**src/rtl/rx_char_assembler.sv**
```systemverilog
// ---------------------------------------------------------------------------
// rx_char_assembler
//
// Receive-path character framer. It sits directly behind the bit-sample
// counter and consumes one mid-bit sampled bit per bit_valid strobe. It frames
// start / data / optional parity / stop bits, assembles the character
// LSB-first, and presents it through a one-deep valid/ready output buffer.
//
// Parameters
//   DATA_BITS  : data bits per character (5..8)
//   PARITY_EN  : 1 = a parity bit follows the data bits
//   PARITY_ODD : 0 = even parity, 1 = odd parity (unused when PARITY_EN=0)
//
// Ports
//   clk        : system clock
//   rst        : synchronous, active-low reset
//   bit_valid  : one-cycle strobe, bit_data holds a new sampled bit
//   bit_data   : sampled serial bit value
//   char_data  : assembled character, LSB = first data bit received
//   char_valid : char_data holds an unconsumed character
//   char_ready : consumer accepts char_data when char_valid && char_ready
//   frame_err  : one-cycle pulse, stop bit sampled as 0
//   parity_err : one-cycle pulse, parity mismatch
//   overrun    : sticky, a good character was dropped (buffer full)
//   ovr_clr    : clears overrun
//   busy       : high while a frame is in progress
// ---------------------------------------------------------------------------
module rx_char_assembler #(
  parameter int DATA_BITS  = 8,
  parameter int PARITY_EN  = 0,
  parameter int PARITY_ODD = 0
) (
  input  logic                 clk,
  input  logic                 rst,
  input  logic                 bit_valid,
  input  logic                 bit_data,
  output logic [DATA_BITS-1:0] char_data,
  output logic                 char_valid,
  input  logic                 char_ready,
  output logic                 frame_err,
  output logic                 parity_err,
  output logic                 overrun,
  input  logic                 ovr_clr,
  output logic                 busy
);

  localparam int CW = $clog2(DATA_BITS + 1);
  localparam logic [CW-1:0] LAST_BIT = CW'(DATA_BITS - 1);

  typedef enum logic [1:0] {
    IDLE   = 2'd0,
    DATA   = 2'd1,
    PARITY = 2'd2,
    STOP   = 2'd3
  } state_t;

  state_t               state_reg,  state_next;
  logic [CW-1:0]        cnt_reg,    cnt_next;
  logic [DATA_BITS-1:0] shreg_reg,  shreg_next;
  logic                 par_reg,    par_next;
  logic [DATA_BITS-1:0] data_reg,   data_next;
  logic                 valid_reg,  valid_next;
  logic                 ferr_reg,   ferr_next;
  logic                 perr_reg,   perr_next;
  logic                 ovr_reg,    ovr_next;
  logic                 good;
  logic                 par_exp;

  // Parity bit the transmitter should have sent for the assembled data.
  assign par_exp = (PARITY_ODD != 0) ? ~(^shreg_reg) : (^shreg_reg);

  always_ff @(posedge clk) begin
    if (!rst) begin
      state_reg <= IDLE;
      cnt_reg   <= '0;
      shreg_reg <= '0;
      par_reg   <= 1'b0;
      data_reg  <= '0;
      valid_reg <= 1'b0;
      ferr_reg  <= 1'b0;
      perr_reg  <= 1'b0;
      ovr_reg   <= 1'b0;
    end else begin
      state_reg <= state_next;
      cnt_reg   <= cnt_next;
      shreg_reg <= shreg_next;
      par_reg   <= par_next;
      data_reg  <= data_next;
      valid_reg <= valid_next;
      ferr_reg  <= ferr_next;
      perr_reg  <= perr_next;
      ovr_reg   <= ovr_next;
    end
  end

  always_comb begin
    state_next = state_reg;
    cnt_next   = cnt_reg;
    shreg_next = shreg_reg;
    par_next   = par_reg;
    data_next  = data_reg;
    valid_next = valid_reg;
    ferr_next  = 1'b0;
    perr_next  = 1'b0;
    ovr_next   = ovr_reg;
    good       = 1'b0;

    // Handshake: the held character leaves the buffer on char_ready.
    if (valid_reg && char_ready) begin
      valid_next = 1'b0;
    end

    // Clear first so that a same-cycle overrun below overrides it.
    if (ovr_clr) begin
      ovr_next = 1'b0;
    end

    if (bit_valid) begin
      case (state_reg)
        IDLE: begin
          // A 1 on an idle line is just the line resting high.
          if (!bit_data) begin
            state_next = DATA;
            cnt_next   = '0;
          end
        end
        DATA: begin
          // Shift right so the first data bit ends up in bit 0.
          shreg_next = {bit_data, shreg_reg[DATA_BITS-1:1]};
          cnt_next   = cnt_reg + 1'b1;
          if (cnt_reg == LAST_BIT) begin
            state_next = (PARITY_EN != 0) ? PARITY : STOP;
          end
        end
        PARITY: begin
          par_next   = bit_data;
          state_next = STOP;
        end
        STOP: begin
          state_next = IDLE;
          // Framing takes precedence over parity when both are wrong.
          if (!bit_data) begin
            ferr_next = 1'b1;
          end else if ((PARITY_EN != 0) && (par_reg != par_exp)) begin
            perr_next = 1'b1;
          end else begin
            good = 1'b1;
          end
        end
        default: state_next = IDLE;
      endcase
    end

    // Load if the buffer is empty or is being drained this very cycle;
    // otherwise the new character is dropped and the old one kept.
    if (good) begin
      if (!valid_reg || char_ready) begin
        data_next  = shreg_reg;
        valid_next = 1'b1;
      end else begin
        ovr_next = 1'b1;
      end
    end
  end

  assign char_data  = data_reg;
  assign char_valid = valid_reg;
  assign frame_err  = ferr_reg;
  assign parity_err = perr_reg;
  assign overrun    = ovr_reg;
  assign busy       = (state_reg != IDLE);

endmodule

```
**config.mk**
```make
export PLATFORM = sky130hd
export DESIGN_NAME = rx_char_assembler
export DESIGN_NICKNAME = d
export VERILOG_FILES = /design/src/rtl/rx_char_assembler.sv
export SDC_FILE = /design/constraint.sdc
export NUM_CORES = 1
export LEC_CHECK = 0
export ABC_CLOCK_PERIOD_IN_PS = 1600
export BUFFER_PORTS_ARGS = -buffer_cell sky130_fd_sc_hd__buf_4
export CAP_MARGIN = 15
export CELL_PAD_IN_SITES_DETAIL_PLACEMENT = 0
export CELL_PAD_IN_SITES_GLOBAL_PLACEMENT = 1
export CORE_MARGIN = 5
export CORE_UTILIZATION = 43
export CTS_BUF_LIST = sky130_fd_sc_hd__clkbuf_4
export CTS_CLUSTER_DIAMETER = 150
export DETAILED_ROUTE_END_ITERATION = 10
export GPL_TIMING_DRIVEN = 0
export PLACE_DENSITY_LB_ADDON = 0.1
export SLEW_MARGIN = 5
export SYNTH_ARGS = -nofsm -noshare
export SYNTH_HDL_FRONTEND = slang
export SYNTH_SLANG_ARGS = --single-unit
export TNS_END_PERCENT = 100
```
**constraint.sdc**
```tcl
create_clock -name clk -period 1.6 [get_ports clk]
set_clock_uncertainty 0.05 [all_clocks]
set_input_delay 0.16 -clock clk [delete_from_list [all_inputs] [get_ports clk]]
set_output_delay 0.16 -clock clk [all_outputs]
set_load 0.05 [all_outputs]
```
==> impl_metrics.tcl <==
set metrics [dict create \
    status "finished clean" \
    min_period_ns 1.475 \
    dr.pass1.iters 4 \
    worstPathMaxFanout 10 \
    start_kind "register" \
    ant_nets 0 \
    hold_buffers 0 \
    cp_slowest_cell "dfxtp_2" \
    gp_congestion 0.7850 \
    hold_class "in -> reg" \
    ys_seq_elements 25 \
    design.die.area_um2 3680 \
    cap_violations 0 \
    regArea_um2 503.0 \
    drt_iter0_markers 13 \
    p_total_w 0.001048 \
    pin_count 19 \
    drive_gt1_share_pct 24.26 \
    use_met1_pct 15.28 \
    dr_total_vias 833 \
    powerDensity_nw_per_um2 792.0 \
    antenna_found_initial 0 \
    avgViaCountPerCell 5.018 \
    cts.clk_slew.worst_paths_ns 0.12 \
    leakagePower_nw 0.5066 \
    crit_buf_inv 2 \
    core_area_um2 2477 \
    clock_latency_ns 0.30 \
    io_buffers 17 \
    syn_avg_cell_area_um2 9.596 \
    path_cells "inv_1 > ha_1 > buf_2 > o41ai_4 > nor2_1" \
    finalSetupViolations 0 \
    fin_crit_sh_pct 92.21 \
    yosys_warnings 0 \
    grtUsageMet3_pct 2.553 \
    areaGrowthSynthToFinish_pct 19.95 \
    drc 0 \
    peakVddDrop_mv 0.4859 \
    hold_viol 0 \
    multi_input_area_um2 566.8 \
    cts_root_buf "clkbuf_4" \
    numCtsBuffers 3 \
    grt_util_met2_pct 20.46 \
    htreeDepth 1 \
    required_ns 1.75 \
    dpl.hpwl_um 1468 \
    whs_ns 0.02825 \
    antennaDiodeCount 0 \
    arrival_ns 1.62 \
    clk_path_buf_depth 2 \
    initial_core_util_pct 44.55 \
    synth_cells 115 \
    max_freq_mhz 677.8 \
    synthesis.area_um2 1104 \
    grt_util_all_layers_pct 12.45 \
    clock-sinks 25 \
    grt_pass1_wl_um 3463 \
    synth_nets 126 \
    wl_um 1917 \
    grt_max_degree 14 \
    die_x_um 60.66 \
    fillers 246 \
    cp-end-kind "register" \
    seq_area_frac_synth_pct 45.35 \
    fin_ws_ns 0.1246 \
    fin_nets 148 \
    rsz0062_at_grt "false" \
    path_delay_family "flip-flops" \
    setup.worst_path.class "reg -> reg" \
    max_stage_delay_ns 0.37 \
    post_drt_wl_per_cell_um 11.55 \
    pre_cts_slack_ns -0.07285 \
    cts_tree "done" \
    grt_pass1_vias 827 \
    drv_slew 0 \
    synth_cell_types 29 \
    dieHeight_um 60.66 \
    top_usage_layer "met2" \
    fp-row-count 18 \
    grt_overflow 0 \
]
==> what timing repair did <==
| action | 4_1_cts | 5_1_grt |
|---|---|---|
| gates resized for setup | 1 | 5 |
| gates cloned | 0 | 0 |
| buffers inserted | 0 | 0 |
| hold endpoints to repair | 0 | 0 |
| endpoints found under the setup margin | 2 | 5 |
==> worst paths after layout <==
path	end	from	slack, ns	depth (start not counted)
worst min register to register	shreg_reg[0]$_SDFFE_PN0P_	shreg_reg[0]$_SDFFE_PN0P_	0.43	2
worst max register to register	cnt_reg[3]$_SDFFE_PN0P_	state_reg[1]$_SDFFE_PN0P_	0.12	5
worst min-delay path	frame_err$_SDFF_PN0_	bit_data	0.03	2
worst max-delay path	cnt_reg[3]$_SDFFE_PN0P_	state_reg[1]$_SDFFE_PN0P_	0.12	5
==> power breakdown <==
part	leakage, nW	internal, W	switching, W	total, W
clock network	0.0184	0.000114	0.000168	0.000283
registers	0.202	0.000630	0.00000715	0.000637
logic	0.286	0.0000498	0.0000789	0.000129
total	0.507	0.000794	0.000255	0.00105
==> synthesized netlist by cell type (all sizes together) <==
| library cell | count | area, um2 |
|---|---|---|
| o41ai | 1 | 8.760 |
| nand2 | 13 | 48.80 |
| a21boi | 12 | 97.59 |
| nor3 | 1 | 5.000 |
| a32oi | 1 | 8.760 |
| dfxtp | 25 | 500.5 |
| o22ai | 1 | 6.260 |
| nor2 | 2 | 7.510 |
| nand3b | 2 | 15.01 |
| xor2 | 2 | 17.52 |
| and3 | 1 | 6.260 |
| inv | 5 | 18.77 |
| nand2b | 1 | 6.260 |
| nand3 | 10 | 55.05 |
| buf | 4 | 28.78 |
| o211a | 1 | 10.01 |
| nor2b | 12 | 77.58 |
| mux2i | 8 | 80.08 |
| o211ai | 2 | 15.01 |
| clkbuf | 2 | 7.510 |
| and2 | 1 | 6.260 |
| conb | 1 | 3.750 |
| ha | 5 | 62.56 |
| o21ai | 2 | 10.01 |
==> logic make-up after synthesis <==
group	Yosys count	share of synthesized area, %
fa+ha+maj	5	5.669
simple gates	43	20.64
buf+inv	11	4.989
compound gates	20	14.17
mux	8	7.257
xor+xnor	2	1.588
flops	25	45.35
other cells	1	0.3398
==> layout by cell type, fill, tap and decap left out, types with 4 or more instances in the layout <==
cell type | netlist | layout
dfxtp_1 | 25 | 23
buf_4 | 1 | 17
nand2_1 | 13 | 13
nor2b_1 | 11 | 11
a21boi_0 | 10 | 10
nand3_1 | 9 | 9
mux2i_1 | 8 | 8
ha_1 | 5 | 5
inv_1 | 5 | 4
clkbuf_4 | 0 | 4
==> final cells by class <==
type	count	area share (%)
Tap cell	30	2.836
Multi-Input combinational cell	79	42.82
Buffer	6	2.741
Timing Repair Buffer	17	9.924
Sequential cell	25	38.00
Clock buffer	4	2.268
Inverter	5	1.418
==> worst register-to-register path, delay by kind of cell (launching register included) <==
family | cells | cell delay (ns)
AOI/OAI and AO/OA | 1 | 0.37
adders and majority gates | 1 | 0.23
buffers and inverters | 2 | 0.27
DFF | 1 | 0.37
and+or+nand+nor | 1 | 0.08
==> per-stage QoR <==
stage          cells  TNS, ns  util, %  area, um2
2_1_floorplan    115        0        -       1104
3_3_place_gp     162  -0.1572    51.21       1269
3_5_place_dp     162  -0.1368    51.21       1269
4_1_cts          166        0    52.73       1306
5_1_grt          166        0    53.43       1324
6_report         166        0    53.43       1324
==> per-layer routing <==
metal  vias to the layer above  wire length, um
met1                       391              907
met2                        10              913
met4                         0               22
met3                         2               73
met5                         -                0
li1                        430                -
(Power assumes the default switching activity.)
